**config.mk**
```make
export PLATFORM = sky130hd
export DESIGN_NAME = bin_to_digits
export DESIGN_NICKNAME = d
export VERILOG_FILES = /design/src/rtl/bin_to_digits_pkg.sv /design/src/rtl/bin_to_digits_bcd_add3.sv /design/src/rtl/bin_to_digits.sv
export SDC_FILE = /design/constraint.sdc
export NUM_CORES = 1
export LEC_CHECK = 0
export ABC_AREA = 1
export BUFFER_PORTS_ARGS = -buffer_cell sky130_fd_sc_hd__buf_2
export CELL_PAD_IN_SITES_DETAIL_PLACEMENT = 2
export CELL_PAD_IN_SITES_GLOBAL_PLACEMENT = 2
export CORE_UTILIZATION = 29
export DETAILED_ROUTE_END_ITERATION = 10
export PLACE_DENSITY_LB_ADDON = 0.1
export SLEW_MARGIN = 0
export SYNTH_ARGS = -nofsm -noshare
export SYNTH_HDL_FRONTEND = slang
export SYNTH_SLANG_ARGS = --single-unit
```
**constraint.sdc**
```tcl
create_clock -name clock -period 1.5 [get_ports clock]
set_input_delay 0 -clock clock [delete_from_list [all_inputs] [get_ports clock]]
set_output_delay 0 -clock clock [all_outputs]
set_load 0.02 [all_outputs]
```
**src/rtl/bin_to_digits_pkg.sv**
```systemverilog
// ----------------------------------------------------------------------------
// bin_to_digits_pkg
// Shared definitions for the binary-to-decimal digit converter.
//   state_t        : controller states (IDLE, CONVERT, EMIT)
//   BLANK_CODE     : digit code that makes the glyph stage draw a space
//   ADD3_THRESHOLD : nibble value at or above which double dabble adds 3
//   digit_code()   : plain 8-bit code for a BCD nibble
// ----------------------------------------------------------------------------
package bin_to_digits_pkg;

   typedef enum logic [1:0] {
      IDLE    = 2'd0,
      CONVERT = 2'd1,
      EMIT    = 2'd2
   } state_t;

   localparam logic [7:0] BLANK_CODE     = 8'hFF;
   localparam logic [3:0] ADD3_THRESHOLD = 4'd5;

   // The glyph stage takes an 8-bit number, so a digit is the nibble
   // zero-extended to a byte.
   function automatic logic [7:0] digit_code(input logic [3:0] nib);
      return {4'h0, nib};
   endfunction

endpackage

```
**src/rtl/bin_to_digits_bcd_add3.sv**
```systemverilog
// ----------------------------------------------------------------------------
// bcd_add3
// Combinational correction step of the shift-and-add-3 algorithm for one
// BCD nibble: values of 5 or more get 3 added so that the following left
// shift carries correctly into the next decimal digit.
// Ports:
//   nibble_in  : BCD nibble before correction
//   nibble_out : corrected nibble
// ----------------------------------------------------------------------------
module bcd_add3
   import bin_to_digits_pkg::*;
(
   input  logic [3:0] nibble_in,
   output logic [3:0] nibble_out
);

   assign nibble_out = (nibble_in >= ADD3_THRESHOLD) ? (nibble_in + 4'd3) : nibble_in;

endmodule

```
**src/rtl/bin_to_digits.sv**
```systemverilog
// ----------------------------------------------------------------------------
// bin_to_digits
// Sequential binary-to-decimal converter feeding the character-glyph stage.
// A start strobe latches bin_in, BIN_W cycles of double dabble build the BCD
// value, then NUM_DIGITS digit codes are sent most-significant first over a
// valid/ready handshake, followed by a one-cycle done pulse.
//
// Optional build macro: LEADING_ZERO_BLANK_EN
//   When defined, zeros ahead of the first nonzero digit are sent as the
//   blank code 8'hFF (the last digit is never blanked). Timing is unchanged.
//
// Ports:
//   clock        : system clock, rising edge
//   reset        : synchronous, active-high reset
//   start        : conversion request, only looked at while busy=0
//   bin_in       : value to convert, latched on an accepted start
//   busy         : conversion or emission in progress (until done pulses)
//   digit_valid  : digit_num / digit_idx hold a digit
//   digit_ready  : consumer takes the digit this cycle
//   digit_num    : 8'h00..8'h09, or 8'hFF for a blanked digit
//   digit_idx    : digit position, 0 = most significant
//   done         : one-cycle pulse after the last digit transfer
// ----------------------------------------------------------------------------
module bin_to_digits
   import bin_to_digits_pkg::*;
#(
   parameter  int BIN_W      = 8,
   parameter  int NUM_DIGITS = 3,
   localparam int IDX_W      = (NUM_DIGITS > 1) ? $clog2(NUM_DIGITS) : 1
)
(
   input  logic             clock,
   input  logic             reset,
   input  logic             start,
   input  logic [BIN_W-1:0] bin_in,
   output logic             busy,
   output logic             digit_valid,
   input  logic             digit_ready,
   output logic [7:0]       digit_num,
   output logic [IDX_W-1:0] digit_idx,
   output logic             done
);

   localparam int BCD_W = 4 * NUM_DIGITS;
   localparam int TOT_W = BCD_W + BIN_W;
   localparam int CNT_W = (BIN_W > 1) ? $clog2(BIN_W) : 1;

   localparam logic [CNT_W-1:0] LAST_BIT = CNT_W'(BIN_W - 1);
   localparam logic [IDX_W-1:0] LAST_IDX = IDX_W'(NUM_DIGITS - 1);

   state_t             state, state_next;
   logic [BIN_W-1:0]   shift_reg, shift_next;
   logic [BCD_W-1:0]   bcd_reg, bcd_next;
   logic [CNT_W-1:0]   bit_cnt, bit_cnt_next;
   logic               busy_next;
   logic               valid_next;
   logic [7:0]         num_next;
   logic [IDX_W-1:0]   idx_next;
   logic               done_next;

   logic [BCD_W-1:0]   bcd_adj;
   logic [TOT_W-1:0]   shifted;
   logic [BCD_W-1:0]   bcd_up;
   logic [3:0]         conv_top;
   logic [3:0]         next_nib;

   // One add-3 corrector per decimal digit of the BCD register.
   for (genvar g = 0; g < NUM_DIGITS; g++) begin : g_add3
      bcd_add3 u_add3 (
         .nibble_in  (bcd_reg[4*g +: 4]),
         .nibble_out (bcd_adj[4*g +: 4])
      );
   end

   // One double dabble step: corrected BCD and remaining binary shift
   // left together as a single word.
   assign shifted  = {bcd_adj, shift_reg} << 1;
   assign conv_top = shifted[TOT_W-1 -: 4];

   // During EMIT the BCD register moves up one nibble per transfer, so the
   // digit being presented always sits in the top nibble.
   assign bcd_up   = bcd_reg << 4;
   assign next_nib = bcd_up[BCD_W-1 -: 4];

`ifdef LEADING_ZERO_BLANK_EN
   logic       seen_reg, seen_next;
   logic [3:0] cur_nib;

   assign cur_nib = bcd_reg[BCD_W-1 -: 4];

   // A zero is blanked only while no nonzero digit has been sent yet and it
   // is not the units digit, so a value of zero still shows a single 0.
   function automatic logic [7:0] make_code(input logic [3:0] nib,
                                            input logic       seen,
                                            input logic       last);
      if (!seen && !last && (nib == 4'd0))
         return BLANK_CODE;
      return digit_code(nib);
   endfunction
`endif

   // State and datapath registers; everything is computed in the
   // combinational block below and simply captured here.
   always_ff @(posedge clock) begin
      if (reset) begin
         state       <= IDLE;
         shift_reg   <= '0;
         bcd_reg     <= '0;
         bit_cnt     <= '0;
         busy        <= 1'b0;
         digit_valid <= 1'b0;
         digit_num   <= 8'h00;
         digit_idx   <= '0;
         done        <= 1'b0;
`ifdef LEADING_ZERO_BLANK_EN
         seen_reg    <= 1'b0;
`endif
      end else begin
         state       <= state_next;
         shift_reg   <= shift_next;
         bcd_reg     <= bcd_next;
         bit_cnt     <= bit_cnt_next;
         busy        <= busy_next;
         digit_valid <= valid_next;
         digit_num   <= num_next;
         digit_idx   <= idx_next;
         done        <= done_next;
`ifdef LEADING_ZERO_BLANK_EN
         seen_reg    <= seen_next;
`endif
      end
   end

   // Next-state and next-output logic.
   // busy stays high through the done cycle (state is already IDLE then),
   // which is why IDLE gates start with busy: a new start is taken one
   // cycle after done.
   always_comb begin
      state_next   = state;
      shift_next   = shift_reg;
      bcd_next     = bcd_reg;
      bit_cnt_next = bit_cnt;
      busy_next    = busy;
      valid_next   = digit_valid;
      num_next     = digit_num;
      idx_next     = digit_idx;
      done_next    = 1'b0;
`ifdef LEADING_ZERO_BLANK_EN
      seen_next    = seen_reg;
`endif

      case (state)
         IDLE: begin
            if (!busy && start) begin
               shift_next   = bin_in;
               bcd_next     = '0;
               bit_cnt_next = '0;
               busy_next    = 1'b1;
               state_next   = CONVERT;
            end else begin
               busy_next    = 1'b0;
            end
         end

         CONVERT: begin
            {bcd_next, shift_next} = shifted;
            bit_cnt_next           = bit_cnt + CNT_W'(1);
            if (bit_cnt == LAST_BIT) begin
               state_next = EMIT;
               valid_next = 1'b1;
               idx_next   = '0;
`ifdef LEADING_ZERO_BLANK_EN
               seen_next  = 1'b0;
               num_next   = make_code(conv_top, 1'b0, (NUM_DIGITS == 1));
`else
               num_next   = digit_code(conv_top);
`endif
            end
         end

         EMIT: begin
            if (digit_ready) begin
               if (digit_idx == LAST_IDX) begin
                  valid_next = 1'b0;
                  done_next  = 1'b1;
                  state_next = IDLE;
               end else begin
                  idx_next   = digit_idx + IDX_W'(1);
                  bcd_next   = bcd_up;
`ifdef LEADING_ZERO_BLANK_EN
                  seen_next  = seen_reg | (cur_nib != 4'd0);
                  num_next   = make_code(next_nib, seen_reg | (cur_nib != 4'd0),
                                         ((digit_idx + IDX_W'(1)) == LAST_IDX));
`else
                  num_next   = digit_code(next_nib);
`endif
               end
            end
         end

         default: begin
            state_next = IDLE;
            busy_next  = 1'b0;
            valid_next = 1'b0;
         end
      endcase
   end

endmodule

```
==> qor.txt <==
Status - completed
Maximum root-to-sink buffer count - 2
Commonest non-fill, non-tap cell in the layout - sky130_fd_sc_hd__nand2_1
Fraction of the core area covered by cells at the end of the flow - 41.5%
Path type of the worst min-delay path - in2reg
CORE AREA - 6390 um^2
Die ar. - 6970 um^2
Number of nets at the end of the flow - 354
Crit path arrival time - 1.65 ns
Crit share post-route - 98.8%
Slew HR - 65.4%
Worst hold path depth - 3
Final setup violation count - 0
Share of cells above drive strength 1 - 31.2%
Antenna violation net count after detailed routing - 0
I/O pin count - 25
Maximum resistive drop on vdd - 0.000852 V
Number of max-slew violations in the final report - 0
Post-synthesis to final-layout area growth - 37.6%
CTS tree - done
Source-to-sink clock delay at the later pin of the worst-skew pair - 0.28 ns
Max-cap violation count - 0
Largest clock skew in the final design - 0.00427 ns
Final standard cell area without fillers - 2650 um^2
# rows - 29
Largest stage delay on the critical path - 0.38 ns
Crit path max-delay cell type - sky130_fd_sc_hd__dfxtp_4
Wire length of the first global-routing pass - 10.5 mm
Primary flip-flop cell chosen by synthesis mapping - sky130_fd_sc_hd__dfxtp_1
Post-route DRC violation count - 0
DR iter-0 viols - 34
Worst R2R Path Depth - 10
Height of the chip - 83.5 um
Number of cells produced by synthesis - 273
Floorplan die width - 83.5 um
Commonest non-fill, non-tap cells in the layout - 71 x sky130_fd_sc_hd__nand2_1, 31 x sky130_fd_sc_hd__dfxtp_1, 26 x sky130_fd_sc_hd__buf_4, 22 x sky130_fd_sc_hd__a21oi_1, 20 x sky130_fd_sc_hd__buf_2
Buffers on Ports - 20
Starting utilization of the core area - 30.2%
Synthesized flop and latch total - 34
Synthesis warning total - 0
Sequential cell area fraction in the yosys report - 35.3%
TritonCTS buffer count - 5
GP Congestion - 0.766
Total net switching power - 1.67 mW
Combined area of all synthesized cells - 1930 um^2
Avg Cell Area, Syn - 7.05 um^2
CP Class - reg2reg
Min setup slack post-route - 0.0173 ns
Power density over the cells - 1490 nW/um^2
H-tree Lvls - 2
Vias per inst - 4.96
Clock share of power - 18.9%
Count of TritonRoute iterations in the first routing pass - 4
Max FFs per register - 12
Number of antenna diodes - 0
Number of global-route vias before repair - 2161
Number of antenna violations at the first check in global routing - 0
Total Routed Length - 6.62 mm
Overall fraction of global-route tracks in use - 18.7%
Clock Tree Root - sky130_fd_sc_hd__clkbuf_8
Sum Neg Setup Slack - 0 ns
Crit-path most repeated cell - sky130_fd_sc_hd__nand2_4
Cell Chain, Critical Path - inv_4 -> ha_4 -> nand2_4 -> nand2_4 -> nor2_4 -> nand2_4 -> buf_4 -> buf_4 -> nand2_1 -> a21oi_1
Combinational cell fraction of total power - 50.3%
Element type at the critical path start - flop
Clock sink count - 34
Switching Share - 42.3%
Half-perimeter wire length of the detailed placement result - 4.23 mm
Placed inst area - 2220 um^2
Req. time, crit path - 1.67 ns
Kind of capture point of the worst setup path - flop
Internal power component - 2.28 mW
Final hold viol count - 0
Worst hold slack - 0.169 ns
Pleak - 1.17 nW
Final routed wire length divided by cell count - 16.3 um
Count of different cell masters after synthesis - 30
Fraction of power consumed by sequential logic - 30.8%
Maximum fanout encountered on the critical timing path - 5
Transition time at the pin with the least slew margin - 0.519 ns
Maximum number of pins on one net before global-route repair - 21
Pre-CTS WS - -0.211 ns
Post-synth EDFFs - 0
Post-synthesis async set-or-reset flop share - 0%
Final critical-path required period - 1.48 ns
Total gr overflow - 0
Clock-pin slew reported for the worst setup and hold paths after clock tree synthesis - 0.08 ns
Top achievable clock speed - 674 MHz
Setup repair after global routing missed its margin - true
Routed via count - 2019
[cells in the mapped netlist (2+ instances only)]
library cell / instances / area, um^2
sky130_fd_sc_hd__a211oi_1: 2 / 15.0
sky130_fd_sc_hd__clkbuf_1: 4 / 15.0
sky130_fd_sc_hd__a21oi_1: 23 / 115
sky130_fd_sc_hd__o21ai_0: 20 / 100
sky130_fd_sc_hd__inv_1: 27 / 101
sky130_fd_sc_hd__nand2_4: 3 / 33.8
sky130_fd_sc_hd__nand4_1: 5 / 31.3
sky130_fd_sc_hd__nor2_1: 10 / 37.5
sky130_fd_sc_hd__ha_1: 13 / 163
sky130_fd_sc_hd__buf_4: 5 / 37.5
sky130_fd_sc_hd__buf_2: 2 / 10.0
sky130_fd_sc_hd__nor2_2: 4 / 25.0
sky130_fd_sc_hd__nand2_1: 78 / 293
sky130_fd_sc_hd__nand3_1: 18 / 90.1
sky130_fd_sc_hd__a31oi_1: 11 / 68.8
sky130_fd_sc_hd__dfxtp_1: 34 / 681
[worst paths after layout]
check	start	end	slack [ns]
max	state[0]$_SDFFE_PP0P_	bcd_reg[1]$_SDFFE_PP0P_	0.02
max reg2reg	state[0]$_SDFFE_PP0P_	bcd_reg[1]$_SDFFE_PP0P_	0.02
min reg2reg	bit_cnt[0]$_SDFFE_PP0P_	bit_cnt[0]$_SDFFE_PP0P_	0.45
min	reset	digit_idx[1]$_SDFFE_PP0P_	0.17
[power groups by stage]
stage / clock network, mW / logic, mW / registers (mW)
floorplan: 0 / 0.900 / 1.24
global route: 0.794 / 2.15 / 1.24
detailed placement: 0 / 1.50 / 1.20
global placement: 0 / 1.47 / 1.20
finish: 0.748 / 1.99 / 1.22
CTS: 0.771 / 1.70 / 1.21
[layout make-up]
type	instances	area (um^2)
well taps	77	96.3
repair buffers	59	434
clock buffers	6	82.6
fillers	765	3740
clock inverters	2	12.5
multi-input cells	201	1220
flip-flops and latches	34	689
inverters	28	113
[through the flow]
stage	power [mW]	std cells
global route	4.18	407
floorplan	2.14	276
finish	3.95	407
global placement	2.67	382
detailed placement	2.70	382
CTS	3.68	402
[worst max-delay path: cells and delay by family (launching register included)]
| family | cells | cell delay, ns |
|---|---|---|
| fa+ha+maj | 1 | 0.18 |
| flops | 1 | 0.38 |
| buf+inv | 3 | 0.33 |
| compound gates | 1 | 0.06 |
| simple gates | 5 | 0.40 |
[cells by family (layout without fill, tap and decap cells)]
| family | after synthesis | in the layout | synth area share (%) |
|---|---|---|---|
| XOR/XNOR | 1 | 1 | 0.455 |
| other | 1 | 4 | 0.195 |
| flip-flops | 34 | 34 | 35.3 |
| AO/OA/AOI/OAI | 61 | 62 | 17.3 |
| AND/OR/NAND/NOR | 121 | 121 | 28.5 |
| buffers and inverters | 42 | 95 | 9.75 |
| adder cells (fa/ha/maj) | 13 | 13 | 8.45 |
[repair_timing]
item / in CTS / in global routing
hold buffers: 9 / 0
setup endpoints to repair: 31 / 28
setup buffers: 2 / 4
gates cloned: 1 / 1
hold endpoints to repair: 9 / 0
pin swaps: 14 / 8
resized for setup: 29 / 30
[per-layer routing]
metal | track usage (%) | wire length (um)
met3 | 2.37 | 88
met5 | 0 | 0
met4 | 4.16 | 29
met2 | 35.5 | 3510
met1 | 22.3 | 2990
(Power assumes the default switching activity.)
